### config.mk
export PLATFORM = sky130hd
export DESIGN_NAME = matinv_seq_ctrl
export DESIGN_NICKNAME = d
export VERILOG_FILES = /design/src/rtl/matinv_pkg.sv /design/src/rtl/matinv_elem_mux.sv /design/src/rtl/matinv_seq_ctrl.sv
export SDC_FILE = /design/constraint.sdc
export NUM_CORES = 1
export LEC_CHECK = 0
export BUFFER_PORTS_ARGS = -buffer_cell sky130_fd_sc_hd__buf_2
export CAP_MARGIN = 20
export CORE_MARGIN = 3
export CORE_UTILIZATION = 35
export DETAILED_ROUTE_END_ITERATION = 6
export PLACE_DENSITY_LB_ADDON = 0.3
export SLEW_MARGIN = 20
export SYNTH_ARGS = -nofsm -noshare
export SYNTH_HDL_FRONTEND = slang
export SYNTH_SLANG_ARGS = --single-unit
### constraint.sdc
create_clock -name clk -period 8.1 [get_ports clk]
set_input_delay 1.215 -clock clk [delete_from_list [all_inputs] [get_ports clk]]
set_output_delay 1.215 -clock clk [all_outputs]
set_load 0.02 [all_outputs]
### src/rtl/matinv_pkg.sv
// Shared definitions for the matrix-inverter sequencer: FSM encoding and index sizing.
package matinv_pkg;

  typedef enum logic [1:0] {
    ST_IDLE   = 2'd0,
    ST_LOAD   = 2'd1,
    ST_SETTLE = 2'd2,
    ST_DRAIN  = 2'd3
  } state_e;

  // Bits needed to count 0..n-1, never less than one.
  function automatic int idx_width(input int n);
    return (n > 1) ? $clog2(n) : 1;
  endfunction

endpackage

### src/rtl/matinv_elem_mux.sv
// E-way element selector over a packed matrix bus; picks element sel_i for the output stream.
module matinv_elem_mux #(
  parameter int DATA_WIDTH = 32,
  parameter int ELEMS      = 9,
  parameter int IDX_W      = 4
) (
  input  logic [ELEMS*DATA_WIDTH-1:0] bus_i,
  input  logic [IDX_W-1:0]            sel_i,
  output logic [DATA_WIDTH-1:0]       data_o
);

  always_comb begin
    data_o = '0;
    for (int i = 0; i < ELEMS; i++) begin
      if (sel_i == IDX_W'(i)) data_o = bus_i[i*DATA_WIDTH +: DATA_WIDTH];
    end
  end

endmodule

### src/rtl/matinv_seq_ctrl.sv
// Load/settle/drain sequencer around an external combinational matinv<N> inverter.
// Optional MATINV_DONE_CNT_EN adds a 16-bit wrapping count of completed inverses.
module matinv_seq_ctrl
  import matinv_pkg::*;
#(
  parameter int DATA_WIDTH    = 32,
  parameter int BIN_POS       = 16,
  parameter int MATRIX_SIZE   = 3,
  parameter int SETTLE_CYCLES = 4
) (
  input  logic                                            clk,
  input  logic                                            rst_n,
  input  logic                                            in_valid,
  output logic                                            in_ready,
  input  logic [DATA_WIDTH-1:0]                           in_data,
  output logic                                            out_valid,
  input  logic                                            out_ready,
  output logic [DATA_WIDTH-1:0]                           out_data,
  output logic                                            out_last,
  output logic                                            busy,
  output logic [MATRIX_SIZE*MATRIX_SIZE*DATA_WIDTH-1:0]   mat_bus,
  input  logic [MATRIX_SIZE*MATRIX_SIZE*DATA_WIDTH-1:0]   inv_bus
`ifdef MATINV_DONE_CNT_EN
  ,output logic [15:0]                                    done_count
`endif
);

  localparam int E     = MATRIX_SIZE * MATRIX_SIZE;
  localparam int BUS_W = E * DATA_WIDTH;
  localparam int IDX_W = idx_width(E);
  localparam int CNT_W = idx_width(SETTLE_CYCLES + 1);
  localparam logic [IDX_W-1:0] IDX_LAST = IDX_W'(E - 1);

  // BIN_POS only matters to the inverter; it is still range-checked here.
  if (MATRIX_SIZE < 2 || SETTLE_CYCLES < 1 || BIN_POS < 0 || BIN_POS >= DATA_WIDTH) begin : g_param_check
    $error("matinv_seq_ctrl: illegal parameter combination");
  end

  state_e                  state_q, state_d;
  logic [IDX_W-1:0]        idx_q, idx_d;
  logic [CNT_W-1:0]        cnt_q, cnt_d;
  logic [BUS_W-1:0]        mat_q, mat_d;
  logic [BUS_W-1:0]        cap_q;
  logic [DATA_WIDTH-1:0]   out_data_q;
  logic                    out_valid_q;
  logic                    out_last_q;
  logic                    cap_en;
  logic                    fin_hs;
  logic [DATA_WIDTH-1:0]   mux_data;

  always_comb begin
    state_d  = state_q;
    idx_d    = idx_q;
    cnt_d    = cnt_q;
    mat_d    = mat_q;
    cap_en   = 1'b0;
    fin_hs   = 1'b0;
    in_ready = (state_q == ST_IDLE) || (state_q == ST_LOAD);
    unique case (state_q)
      ST_IDLE, ST_LOAD: begin
        if (in_valid) begin
          mat_d[int'(idx_q)*DATA_WIDTH +: DATA_WIDTH] = in_data;
          if (idx_q == IDX_LAST) begin
            idx_d   = '0;
            cnt_d   = CNT_W'(SETTLE_CYCLES);
            state_d = ST_SETTLE;
          end else begin
            idx_d   = idx_q + 1'b1;
            state_d = ST_LOAD;
          end
        end
      end
      ST_SETTLE: begin
        if (cnt_q == CNT_W'(1)) begin
          cap_en  = 1'b1;
          cnt_d   = '0;
          state_d = ST_DRAIN;
        end else begin
          cnt_d = cnt_q - 1'b1;
        end
      end
      ST_DRAIN: begin
        if (out_valid_q && out_ready) begin
          if (idx_q == IDX_LAST) begin
            idx_d   = '0;
            fin_hs  = 1'b1;
            state_d = ST_IDLE;
          end else begin
            idx_d = idx_q + 1'b1;
          end
        end
      end
    endcase
  end

  // Output register tracks the element that will be current after this edge.
  matinv_elem_mux #(
    .DATA_WIDTH (DATA_WIDTH),
    .ELEMS      (E),
    .IDX_W      (IDX_W)
  ) u_elem_mux (
    .bus_i  (cap_q),
    .sel_i  (idx_d),
    .data_o (mux_data)
  );

  always_ff @(posedge clk or negedge rst_n) begin
    if (!rst_n) begin
      state_q     <= ST_IDLE;
      idx_q       <= '0;
      cnt_q       <= '0;
      mat_q       <= '0;
      cap_q       <= '0;
      out_data_q  <= '0;
      out_valid_q <= 1'b0;
      out_last_q  <= 1'b0;
    end else begin
      state_q <= state_d;
      idx_q   <= idx_d;
      cnt_q   <= cnt_d;
      mat_q   <= mat_d;
      if (cap_en) cap_q <= inv_bus;
      if (state_q == ST_DRAIN && !fin_hs) begin
        out_valid_q <= 1'b1;
        out_data_q  <= mux_data;
        out_last_q  <= (idx_d == IDX_LAST);
      end else begin
        out_valid_q <= 1'b0;
        out_last_q  <= 1'b0;
      end
    end
  end

`ifdef MATINV_DONE_CNT_EN
  logic [15:0] done_q;

  always_ff @(posedge clk or negedge rst_n) begin
    if (!rst_n)      done_q <= '0;
    else if (fin_hs) done_q <= done_q + 16'd1;
  end

  assign done_count = done_q;
`endif

  assign out_valid = out_valid_q;
  assign out_data  = out_data_q;
  assign out_last  = out_last_q;
  assign busy      = (state_q != ST_IDLE);
  assign mat_bus   = mat_q;

endmodule
# Word level (Yosys, flattened, before mapping)
# Index checks and enable logic that the tools add are counted.
op_classes:
  mux: 31
  mul: 0
  n_reduce_logical: 12
  n_div: 0
  eq_ne: 18
  add_sub_neg: 3
  n_lt_le_gt_ge: 0
  shifts: 2
  bitwise: 0
ops:
  columns: ["cell", "count"]
  rows:
  - ["$bwmux 288", 1]
  - ["$mux 32", 9]
  - ["$shift 32x33->288 const A", 1]
  - ["$shiftx 32x33->288", 1]
  - ["$neg 9->33", 1]
  - ["$eq 4x3->1 const B", 4]
  - ["$mux 4", 3]
  - ["$mux 2", 5]
  - ["$ne 2x2->1 const B", 5]
  - ["$mux 3", 3]
  - ["$eq 4x2->1 const B", 2]
  - ["$eq 4x4->1 const B", 2]
  - ["$pmux 4 s2", 1]
  - ["$mux 1", 7]
  - ["$pmux 2 s3", 1]
  - ["$pmux 3 s2", 1]
  - ["$add 4x1->4 const B", 1]
  - ["$eq 2x2->1 const B", 2]
  - ["$eq 4x1->1 const B", 1]
  - ["$logic_not 4->1", 1]
  - ["$reduce_and 4->1", 1]
  - ["$reduce_bool 2->1", 2]
  - ["$eq 3x1->1 const B", 1]
  - ["$reduce_and 3->1", 1]
  - ["8 further kinds", 9]
totals:
  ramBits: 0
  mem_count: 0
  latchBits: 0
  out_inout_bits: 324
  inputBits: 324
  register_bits: 619
  rom_bits: 0

# Longest topological paths before layout
# Gate-level depths: netlist (run 1).
logic_depth:
  word_depth: 14
  ltp_mapped: 13
  ltp_nobuf: 10

# By module
# From an unflattened synthesis (run 1), not the netlist that was laid out.
hier_totals:
  cells_unflattened: 1900
  hier_area_um2: 26734.4
by_module_without_submodules:
  columns: ["mod", "cells_per_inst", "area_each_um2", "seq_area_each_um2", "instances"]
  rows:
  - ["matinv_seq_ctrl", 1582, 24247.0, 15489.9, 1]
  - ["matinv_elem_mux", 318, 2487.4, 0.0, 1]

# Worst setup path before layout (run 1)
# No wires, ideal clock.
synth_path:
  kind: "input to register"
  from: "in out_ready"
  to: "reg out_data_q[10] (netlist: out_data[10])"
  arrival_ns: 2.926
  stages: 10
  path_slack_ns: 5.042
  t_required_ns: 7.967
  cell_sequence: "and4_2 -> o21ai_2 -> mux2i_4 -> inv_2 -> buf_4 -> buf_6 -> a221oi_2 -> a211oi_1 -> a211oi_1 -> o22ai_1"
synth_via:
  elab_chain_cells: 13
synth_lines:
  columns: ["element", "line", "source"]
  rows:
  - ["from (decl)", "matinv_seq_ctrl.sv:17", "input logic out_ready,"]
  - ["$logic_and 1x1->1 *", "matinv_seq_ctrl.sv:83", "if (out_valid_q && out_ready) begin"]
  - ["$mux 4", "matinv_seq_ctrl.sv:83", null]
  - ["$pmux 4 s2", "matinv_seq_ctrl.sv:59", "unique case (state_q)"]
  - ["$logic_not 4->1", "matinv_elem_mux.sv:15", "if (sel_i == IDX_W'(i)) data_o = bus_i[i*DATA_WIDTH +: DATA_WIDTH];"]
  - ["$mux 32 (9 in series)", "matinv_elem_mux.sv:15", null]
  - ["to (signal assigned)", "matinv_seq_ctrl.sv:125", "out_data_q <= mux_data;"]
  - ["to (decl)", "matinv_seq_ctrl.sv:44", "logic [DATA_WIDTH-1:0] out_data_q;"]
# Every way passes the cells marked *; elsewhere a longest branch is shown, timed or not.
# A chain may end at the register's enable or synchronous reset.

# Worst setup path after layout (run 1)
layout_path:
  from: "reg idx_q[0]"
  to: "reg out_data_q[28] (netlist: out_data[28])"
layout_via:
  elab_chain_cells: 14
layout_lines:
  columns: ["element", "line", "source"]
  rows:
  - ["from (decl)", "matinv_seq_ctrl.sv:40", "logic [IDX_W-1:0] idx_q, idx_d;"]
  - ["from (signal assigned)", "matinv_seq_ctrl.sv:119", "idx_q <= idx_d;"]
  - ["$add 4x1->4 / $eq 4x4->1 (equally long branches)", null, null]
  - ["$mux 4", "matinv_seq_ctrl.sv:63, matinv_seq_ctrl.sv:84", null]
  - ["$mux 4 (on tied branches)", "matinv_seq_ctrl.sv:83, matinv_seq_ctrl.sv:61", null]
  - ["$pmux 4 s2", "matinv_seq_ctrl.sv:59", null]
  - ["$logic_not 4->1", "matinv_elem_mux.sv:15", null]
  - ["$mux 32 (9 in series)", "matinv_elem_mux.sv:15", null]
# Parallel ways exist; a longest one is shown, timed or not.

==> results of run 1 <==
## cell families after synthesis
kind of cell | Yosys count
flip-flops | 619
AND/OR/NAND/NOR | 554
AO/OA/AOI/OAI | 544
multiplexers | 293
buffers and inverters | 169
adder cells (fa/ha/maj) | 5
XOR/XNOR | 1
## routing by layer
metal / global-route usage (%) / vias to the layer above
met1: 26.3 / 10100
met5: 0 / -
met3: 7.59 / 242
met4: 14.1 / 42
met2: 45.7 / 863
li1: - / 9013
## registers in the layout, indices dropped and copies added (netlist names)
name	flops
idx_q	4
out_valid	1
cnt_q	3
mat_bus	288
cap_q	288
out_data	32
state_q	2
out_last	1
## cell type report
type / instances / area share, %
Sequential cell: 619 / 48.4
Inverter: 10 / 0.117
Antenna cell: 13 / 0.102
Clock buffer: 100 / 6.53
Tap cell: 950 / 3.71
Timing Repair Buffer: 678 / 11.1
Multi-Input combinational cell: 1397 / 29.2
Clock inverter: 23 / 0.841
## final timing paths
| kind | end | depth (start not counted) | startpoint | slack [ns] |
|---|---|---|---|---|
| setup / recovery | out_data[28] | 12 | idx_q[0] | 3.02 |
| hold / removal | mat_bus[179] | 2 | mat_bus[179] | 0.47 |
| setup reg to reg | out_data[28] | 12 | idx_q[0] | 3.02 |
| hold reg to reg | mat_bus[179] | 2 | mat_bus[179] | 0.47 |
| max in group asynchronous | cap_q[31] | 4 | rst_n | 5.37 |
| min in group asynchronous | cap_q[181] | 1 | rst_n | 0.63 |
## layout by cell type (no fill, tap or decap), drive strengths merged, types with 3 or more instances in the layout
master / count
nand3: 20
bufinv: 3
nor2b: 3
inv: 14
a21oi: 38
mux2i: 3
clkbuf: 100
clkinvlp: 5
or3: 8
a22o: 22
nor2: 42
dfrtp: 619
nand2: 447
o21ai: 264
nand2b: 5
ha: 5
a22oi: 16
nor3b: 3
nor4: 4
o22ai: 26
diode: 13
o2111ai: 4
mux2: 290
a221oi: 64
a221o: 3
a211oi: 45
buf: 678
o31ai: 34
o221ai: 24
nor3: 4
nand4: 10
clkinv: 11
## Yosys cell counts, types with 2 or more instances
| cell type | instances |
|---|---|
| dfrtp_1 | 619 |
| nand2_1 | 447 |
| mux2_2 | 290 |
| o21ai_0 | 261 |
| clkbuf_1 | 115 |
| a221oi_1 | 50 |
| a211oi_1 | 45 |
| nor2_1 | 40 |
| a21oi_1 | 38 |
| o31ai_1 | 33 |
| buf_2 | 30 |
| o22ai_1 | 26 |
| o221ai_1 | 24 |
| a22o_1 | 22 |
| nand3_1 | 20 |
| a22oi_1 | 16 |
| a221oi_2 | 14 |
| nand4_1 | 10 |
| inv_1 | 8 |
| or3_1 | 8 |
| buf_6 | 6 |
| ha_1 | 5 |
| nand2b_1 | 5 |
| buf_1 | 4 |
| buf_4 | 4 |
| a221o_1 | 3 |
| nor3_1 | 3 |
| o2111ai_1 | 3 |
| and3_1 | 2 |
| mux2i_4 | 2 |
| nor2_2 | 2 |
| nor2b_1 | 2 |
| nor3b_1 | 2 |
| nor4_1 | 2 |
| nor4_2 | 2 |
| o21ai_1 | 2 |
| or2_2 | 2 |
## through the flow
step / hold slack [ns] / setup slack [ns]
finish: 0.470 / 3.02
global route: 0.491 / 2.68
CTS: 0.476 / 3.05
detailed placement: 0.463 / 3.13
global placement: 0.456 / 3.23
floorplan: 0.450 / 5.04
## worst max-delay path, cell delays in order (launching register included)
cell      delay [ns]
dfrtp_2         0.34
buf_4           0.57
inv_1           0.29
ha_1            0.36
and3b_1         0.27
nor3_1          0.32
mux2i_4         0.10
buf_4           0.29
inv_2           0.69
nand2b_1        0.41
a21oi_2         0.91
a211oi_1        0.17
o22ai_1         0.22
## power by group through the flow
| stage | clock network [mW] | registers (mW) | logic, mW |
|---|---|---|---|
| detailed placement | 0 | 5.19 | 4.60 |
| global placement | 0 | 5.17 | 4.47 |
| floorplan | 0 | 5.27 | 2.45 |
| global route | 3.43 | 5.22 | 4.97 |
| finish | 3.24 | 5.14 | 4.59 |
| CTS | 3.30 | 5.15 | 4.61 |
==> results.yml, run 1 <==
route:
  drt-total-wl_microns: 99200
  vias: 20200
  route.met2.wl_microns: 50900
  drc_errors: 0
  post_drt_wl_per_cell_microns: 26.2
  drt_first_iter_violations: 1441
  dr.pass1.iters: 5
  vias_per_cell: 5.33
  dr.max_layer_used: "met5"
  wl_met1_microns: 33700
  route.met3.wl_microns: 8250
  drtAntennaViolNets: 0
floorplanning:
  dieWidth_microns: 276
  num_rows: 98
  die_h_microns: 276
  pin_count: 648
  initial_core_util_pct: 35.5
  fp.coreArea_sq_mm: 0.0717
  die-area_sq_mm: 0.0760
power:
  vdd_ir_drop_max_uv: 220
  intPower_mw: 7.76
  p_sw_mw: 5.21
  clockPowerShare_pct: 25.0
  seqPwrFrac_pct: 39.6
  switching_share_pct: 40.1
  leakage_nw: 15.3
  total_power_mw: 13.0
  comb_power_share_pct: 35.4
  p_per_area_mw_per_mm2: 405
placed_design:
  dpl_cell_area_sq_mm: 0.0296
  place_congestion: 0.920
  dpl.hpwl_microns: 74400
  port_buffers: 647
  placed_cells: 3653
sta:
  skew_ns: 0.0214
  setup_tns_ns: 0
  hold_violations: 0
  fmax_ghz: 0.197
  finalSetupViolations: 0
  worst_slew_margin_rel_pct: 20.0
  worst_pin_slew_ns: 1.20
  grt_setup_unrepaired: "false"
  min_period_ns: 5.08
  maxSlewViolCount: 0
  fin_crit_sh_pct: 62.7
cells_and_area:
  fin_nets: 3106
  final_layout_size_suffix_gt1_share_pct: 39.9
  regArea_sq_mm: 0.0155
  post-route-util_pct: 44.6
  stdcell_area_sq_mm: 0.0320
  nFillCells: 6764
  final_cell_count_no_fill: 3790
  multi_input_area_sq_mm: 0.00934
  area_growth_syn_to_layout_pct: 25.8
worst_setup_path:
  crit_fanout: 54
  crit_type: "flip-flop to flip-flop"
  cp-end-kind: "flip-flop"
  crit_arrival_ns: 5.60
  start_kind: "flip-flop"
  required_ns: 8.62
logic_synthesis:
  yosys.area_share.xor_xnor_pct: 0.0344
  avgSynthCellArea_sq_um: 11.6
  synth_top_family_by_area: "compound AO/OA/AOI/OAI gates"
  synth.area.top_cells: "dfrtp_1 61%, mux2_2 13%, nand2_1 6.6%, o21ai_0 5.1%, a221oi_1 1.7%"
  yosys.area_share.adder_pct: 0.246
  synth-async-reset-ratio_pct: 100
  syn_inst: 2185
  synth-simple-area-share_pct: 8.89
  synth_area_sq_mm: 0.0254
  syn_nets: 2514
  yosysTopAreaCellShare_pct: 60.9
  ys_seq_elements: 619
  synthMuxAreaShare_pct: 13.1
  synth_compound_area_share_pct: 14.0
  synth-edff-count: 0
  yosysTopAreaCell: "dfrtp_1"
  synth.distinct_cells: 55
  yosysWarningCount: 0
  synthFlopType: "dfrtp_1"
  yosysSeqAreaShare_pct: 60.9
clock_network:
  cts_hold_buf: 0
  cts_buffer_depth: 3
  cts_tree: "yes"
  htreeDepth: 3
  ctsResizeCount: 0
  clkLatencyLatePin_ns: 0.62
  cts_setup_buffers: 0
  numCtsBuffers: 71
  cts.sinks: 619
  clkTransAtPathRegs_ns: 0.06
  clock-root-buffer: "clkbuf_16"
global_route:
  grt_overflow: 0
  grt_pass1_wl_microns: 140000
  grtUsageTotal_pct: 25.4
  antenna_found_initial: 34
  grt_max_degree: 161
  grt_pass1_vias: 20600
hold_path:
  hold_class: "flip-flop to flip-flop"
job:
  cap_violations: 0
run_status:
  outcome: "finished clean"
No activity file was read; power rests on OpenSTA's default activity.
==> run 2: changes to the inputs <==
==> constraint.sdc (replaced) <==
create_clock -name clk -period 4.5 [get_ports clk]
set_input_delay 0.675 -clock clk [delete_from_list [all_inputs] [get_ports clk]]
set_output_delay 0.675 -clock clk [all_outputs]
set_load 0.02 [all_outputs]
==> results.yml, run 2 (synthesized netlist as in run 1, its figures left out) <==
sta:
  maxSlewViolCount: 0
  setup_slack_ns: 0.726
  min_period_ns: 3.77
  finalSetupViolations: 0
  skew_ns: 0.0366
  worst_pin_slew_ns: 1.09
  fin_crit_sh_pct: 83.9
  grt_setup_unrepaired: "false"
  hold_violations: 0
  fmax_ghz: 0.265
  worst_slew_margin_rel_pct: 27.0
  setup_tns_ns: 0
clock_network:
  clkTransAtPathRegs_ns: 0.06
  cts.sinks: 619
  cts_tree: "yes"
  cts_buffer_depth: 3
  htreeDepth: 3
  cts_setup_buffers: 0
  ctsResizeCount: 0
  numCtsBuffers: 70
  cts_hold_buf: 0
  clock-root-buffer: "clkbuf_16"
  clkLatencyLatePin_ns: 0.62
route:
  drc_errors: 0
  dr.pass1.iters: 5
  vias: 20300
  dr.max_layer_used: "met5"
  route.met2.wl_microns: 48900
  route.met3.wl_microns: 7790
  vias_per_cell: 5.35
  drt_first_iter_violations: 1547
  wl_met1_microns: 34100
  drt-total-wl_microns: 96400
  post_drt_wl_per_cell_microns: 25.4
  drtAntennaViolNets: 0
placed_design:
  pre_cts_ws_ns: 0.772
  dpl.hpwl_microns: 71900
  port_buffers: 647
  place_congestion: 0.941
global_route:
  grt_pass1_wl_microns: 138000
  antenna_found_initial: 23
  grt_pass1_vias: 20500
  grt_overflow: 0
  grt_max_degree: 205
  grtUsageTotal_pct: 24.7
worst_setup_path:
  crit_top_cell: "buf_4"
  worstPathCellList: "buf_4 > ha_1 > o21ai_2 > mux2i_4 > buf_4 > nor2_2 > buf_4 > a21oi_2 > o221ai_1 > o22ai_1"
  start_kind: "flip-flop"
  r2r-end: "out_data[13]"
  slowest_delay_ns: 0.85
  slowest_stage: "a21oi_2"
  crit_fanout: 53
  worstSetupStartpoint: "idx_q[0]"
  r2r-start: "idx_q[0]"
  required_ns: 5.03
  cp-end-kind: "flip-flop"
  reg2reg_depth: 10
  crit_arrival_ns: 4.31
  r2r_setup_slack_ns: 0.73
  crit_type: "flip-flop to flip-flop"
cells_and_area:
  fin_nets: 3114
  final_common_cell: "buf_2"
  area_growth_syn_to_layout_pct: 26.2
  layout_common_cells: "646 x buf_2, 618 x dfrtp_1, 446 x nand2_1, 290 x mux2_2, 261 x o21ai_0"
  final_layout_size_suffix_gt1_share_pct: 40.3
power:
  p_per_area_mw_per_mm2: 726
  leakage_nw: 15.4
  vdd_ir_drop_max_uv: 352
  total_power_mw: 23.3
floorplanning:
  pin_count: 648
  initial_core_util_pct: 35.5
  num_rows: 98
  die-area_sq_mm: 0.0760
  fp.coreArea_sq_mm: 0.0717
  dieWidth_microns: 276
  die_h_microns: 276
hold_path:
  hold_class: "primary input to asynchronous set/reset pin"
job:
  cap_violations: 0
run_status:
  outcome: "finished clean"
-- run 2: cell count changes in the layout (fill, tap and decap cells not counted), moves of 3 or more --
cell,delta
buf_12,+5
diode_2,-4
clkinvlp_4,-3
clkinv_4,+3
buf_4,+6
clkinv_2,+4
-- run 2: worst max-delay path: cells and delay by family (launching register included) --
family	cells	cell delay [ns]
AO/OA/AOI/OAI	4	1.48
adder cells (fa/ha/maj)	1	0.29
flip-flops	1	0.37
multiplexers	1	0.19
AND/OR/NAND/NOR	1	0.07
buffers and inverters	3	1.26
-- run 2: layout make-up --
cell class                 count  area, sq um
fill                        6698        39600
clock inverter                28          314
antenna                        9         22.5
multi-input combinational   1397         9350
tap                          950         1190
clock buffer                  97         2060
inverter                      10         37.5
sequential                   619        15500
timing repair buffer         687         3660
-- run 2: through the flow --
stage / util [%] / instances / cell area [sq um] / hold slack [ns]
5_1_grt: 44.7 / 3790 / 32100 / 0.169
2_1_floorplan: - / 2185 / 25400 / 0.379
6_report: 44.8 / 3797 / 32100 / 0.128
3_5_place_dp: 41.4 / 3662 / 29700 / 0.460
4_1_cts: 44.7 / 3787 / 32100 / 0.133
3_3_place_gp: 41.4 / 3662 / 29700 / 0.456
-- run 2: worst max path at each step --
stage / to / depth (start not counted) / slack, ns
global placement: out_data[0] / 9 / 0.85
global route: mat_bus[275] / 9 / 0.46
detailed placement: out_data[0] / 9 / 0.77
finish: out_data[13] / 10 / 0.73
CTS: out_data[13] / 10 / 0.78
floorplan: out_data[8] / 12 / 1.85
-- run 2: layer usage --
layer  vias up  global-route usage, %
met1     10200                   27.3
met4        28                   13.5
met3       214                   6.27
met5         -                      0
li1       9018                      -
met2       888                   43.5
-- run 2: report_power, final --
part | total (mW) | switching (mW) | internal, mW | leakage, nW
Sequential | 9.08 | 1.52 | 7.56 | 8.12
Combinational | 8.36 | 5.35 | 3.01 | 6.10
Clock | 5.87 | 2.38 | 3.50 | 1.17
==> run 3: changes to the inputs <==
==> constraint.sdc (replaced) <==
create_clock -name clk -period 3.6 [get_ports clk]
set_input_delay 0.54 -clock clk [delete_from_list [all_inputs] [get_ports clk]]
set_output_delay 0.54 -clock clk [all_outputs]
set_load 0.02 [all_outputs]
==> results.yml, run 3 (synthesized netlist as in run 1, its figures left out) <==
worst_setup_path:
  slowest_delay_ns: 0.57
  required_ns: 4.10
  worstPathCellList: "buf_4 > ha_1 > o21ai_2 > mux2i_4 > buf_4 > nor2_2 > buf_4 > a21oi_2 > buf_4 > o221ai_1 > o22ai_1"
  crit_top_cell: "buf_4"
  slowest_stage: "buf_4"
  crit_arrival_ns: 3.91
  r2r_setup_slack_ns: 0.19
  start_kind: "flip-flop"
  r2r-start: "idx_q[0]"
  reg2reg_depth: 11
  cp-end-kind: "flip-flop"
  crit_fanout: 53
  r2r-end: "out_data[4]"
  crit_type: "flip-flop to flip-flop"
global_route:
  grtUsageTotal_pct: 24.5
  grt_overflow: 0
  antenna_found_initial: 27
  grt_pass1_vias: 20800
  grt_max_degree: 94
  grt_pass1_wl_microns: 137000
floorplanning:
  die_h_microns: 276
  initial_core_util_pct: 35.5
  pin_count: 648
  fp.coreArea_sq_mm: 0.0717
  die-area_sq_mm: 0.0760
  num_rows: 98
  dieWidth_microns: 276
clock_network:
  clkLatencyLatePin_ns: 0.60
  clkTransAtPathRegs_ns: 0.06
  cts_setup_buffers: 0
  numCtsBuffers: 70
  cts_tree: "yes"
  htreeDepth: 3
  clock-root-buffer: "clkbuf_16"
  cts.sinks: 619
  cts_buffer_depth: 3
cells_and_area:
  final_common_cell: "buf_2"
  layout_common_cells: "646 x buf_2, 618 x dfrtp_1, 445 x nand2_1, 290 x mux2_2, 261 x o21ai_0"
  fin_nets: 3129
  area_growth_syn_to_layout_pct: 26.6
  post-route-util_pct: 44.9
  final_cell_count_no_fill: 3808
  final_layout_size_suffix_gt1_share_pct: 40.3
  nFillCells: 6723
  stdcell_area_sq_mm: 0.0322
sta:
  min_period_ns: 3.41
  fmax_ghz: 0.293
  worst_slew_margin_rel_pct: 37.5
  maxSlewViolCount: 0
  setup_slack_ns: 0.186
  fin_crit_sh_pct: 94.8
  grt_setup_unrepaired: "false"
  hold_violations: 0
  worst_pin_slew_ns: 0.934
  skew_ns: 0.0255
  finalSetupViolations: 0
power:
  clockPowerShare_pct: 24.7
  vdd_ir_drop_max_uv: 504
  p_per_area_mw_per_mm2: 903
  total_power_mw: 29.1
  p_sw_mw: 11.5
  switching_share_pct: 39.6
  intPower_mw: 17.6
  comb_power_share_pct: 36.6
  leakage_nw: 15.4
  seqPwrFrac_pct: 38.7
hold_path:
  hp-start: "inv_bus[281]"
  min_path_cells: 2
  min_to: "cap_q[281]"
  hold_class: "primary input to flip-flop"
placed_design:
  dpl.hpwl_microns: 71700
  placed_cells: 3677
  pre_cts_ws_ns: -0.238
  place_congestion: 0.929
  dpl_cell_area_sq_mm: 0.0298
  port_buffers: 647
route:
  vias_per_cell: 5.32
  drt-total-wl_microns: 95600
  vias: 20300
  drc_errors: 0
  drt_first_iter_violations: 1347
  post_drt_wl_per_cell_microns: 25.1
  dr.pass1.iters: 5
  drtAntennaViolNets: 0
job:
  cap_violations: 0
run_status:
  outcome: "finished clean"
-- run 3: changes by cell type in the layout (fill, tap and decap cells not counted), sizes merged --
cell,before,now
dlygate4sd3,0,1
diode,9,10
clkinvlp,2,3
clkbuf,97,98
clkinv,17,10
buf,687,701
-- run 3: cell type report --
cell class	count	area (sq um)	area share, %
diodes	10	25.0	0.0777
clock buffers	98	2030	6.30
clock inverters	22	284	0.882
inverters	10	40.0	0.124
multi-input cells	1397	9350	29.0
flip-flops and latches	619	15500	48.1
well taps	950	1190	3.69
repair buffers	702	3790	11.8
-- run 3: critical path: cells and delay by family (launching register included) --
family	cells	cell delay, ns
mux	1	0.22
flops	1	0.36
buf+inv	4	1.55
fa+ha+maj	1	0.28
simple gates	1	0.10
compound gates	4	0.78
-- run 3: routing by layer --
metal	global-route usage (%)	vias to the layer above	share of wire, %
met4	11.3	36	5.0
met1	26.9	10200	35
met2	43.9	789	51
li1	-	9044	-
met3	6.67	216	8.0
met5	0	-	0.23
-- run 3: what timing repair did --
action	4_1_cts	5_1_grt
gates cloned	0	0
hold buffers	1	0
endpoints found under the hold margin	31	0
setup endpoints to repair	22	21
gates resized for setup	2	2
-- run 3: worst max-delay path by stage --
stage | startpoint | end | slack [ns] | cells after the start
floorplan | idx_q[0] | out_data[8] | 0.95 | 12
global placement | idx_q[0] | out_data[28] | -0.1 | 9
CTS | idx_q[0] | out_data[8] | 0.05 | 9
detailed placement | idx_q[0] | out_data[11] | -0.24 | 9
global route | idx_q[0] | out_data[28] | 0.02 | 12
finish | idx_q[0] | out_data[4] | 0.19 | 11
-- run 3: power by group through the flow --
stage,combinational (mW),sequential (mW),clock (mW)
3_3_place_gp,10.5,11.3,0
3_5_place_dp,10.7,11.4,0
5_1_grt,11.5,11.5,7.61
2_1_floorplan,5.52,11.9,0
6_report,10.6,11.2,7.19
4_1_cts,10.7,11.3,7.34
-- run 3: metrics by stage --
stage	hold slack, ns	TNS (ns)
global route	0.146	0
detailed placement	0.463	-4.56
CTS	0.127	0
finish	0.169	0
floorplan	0.244	0
global placement	0.455	-1.81
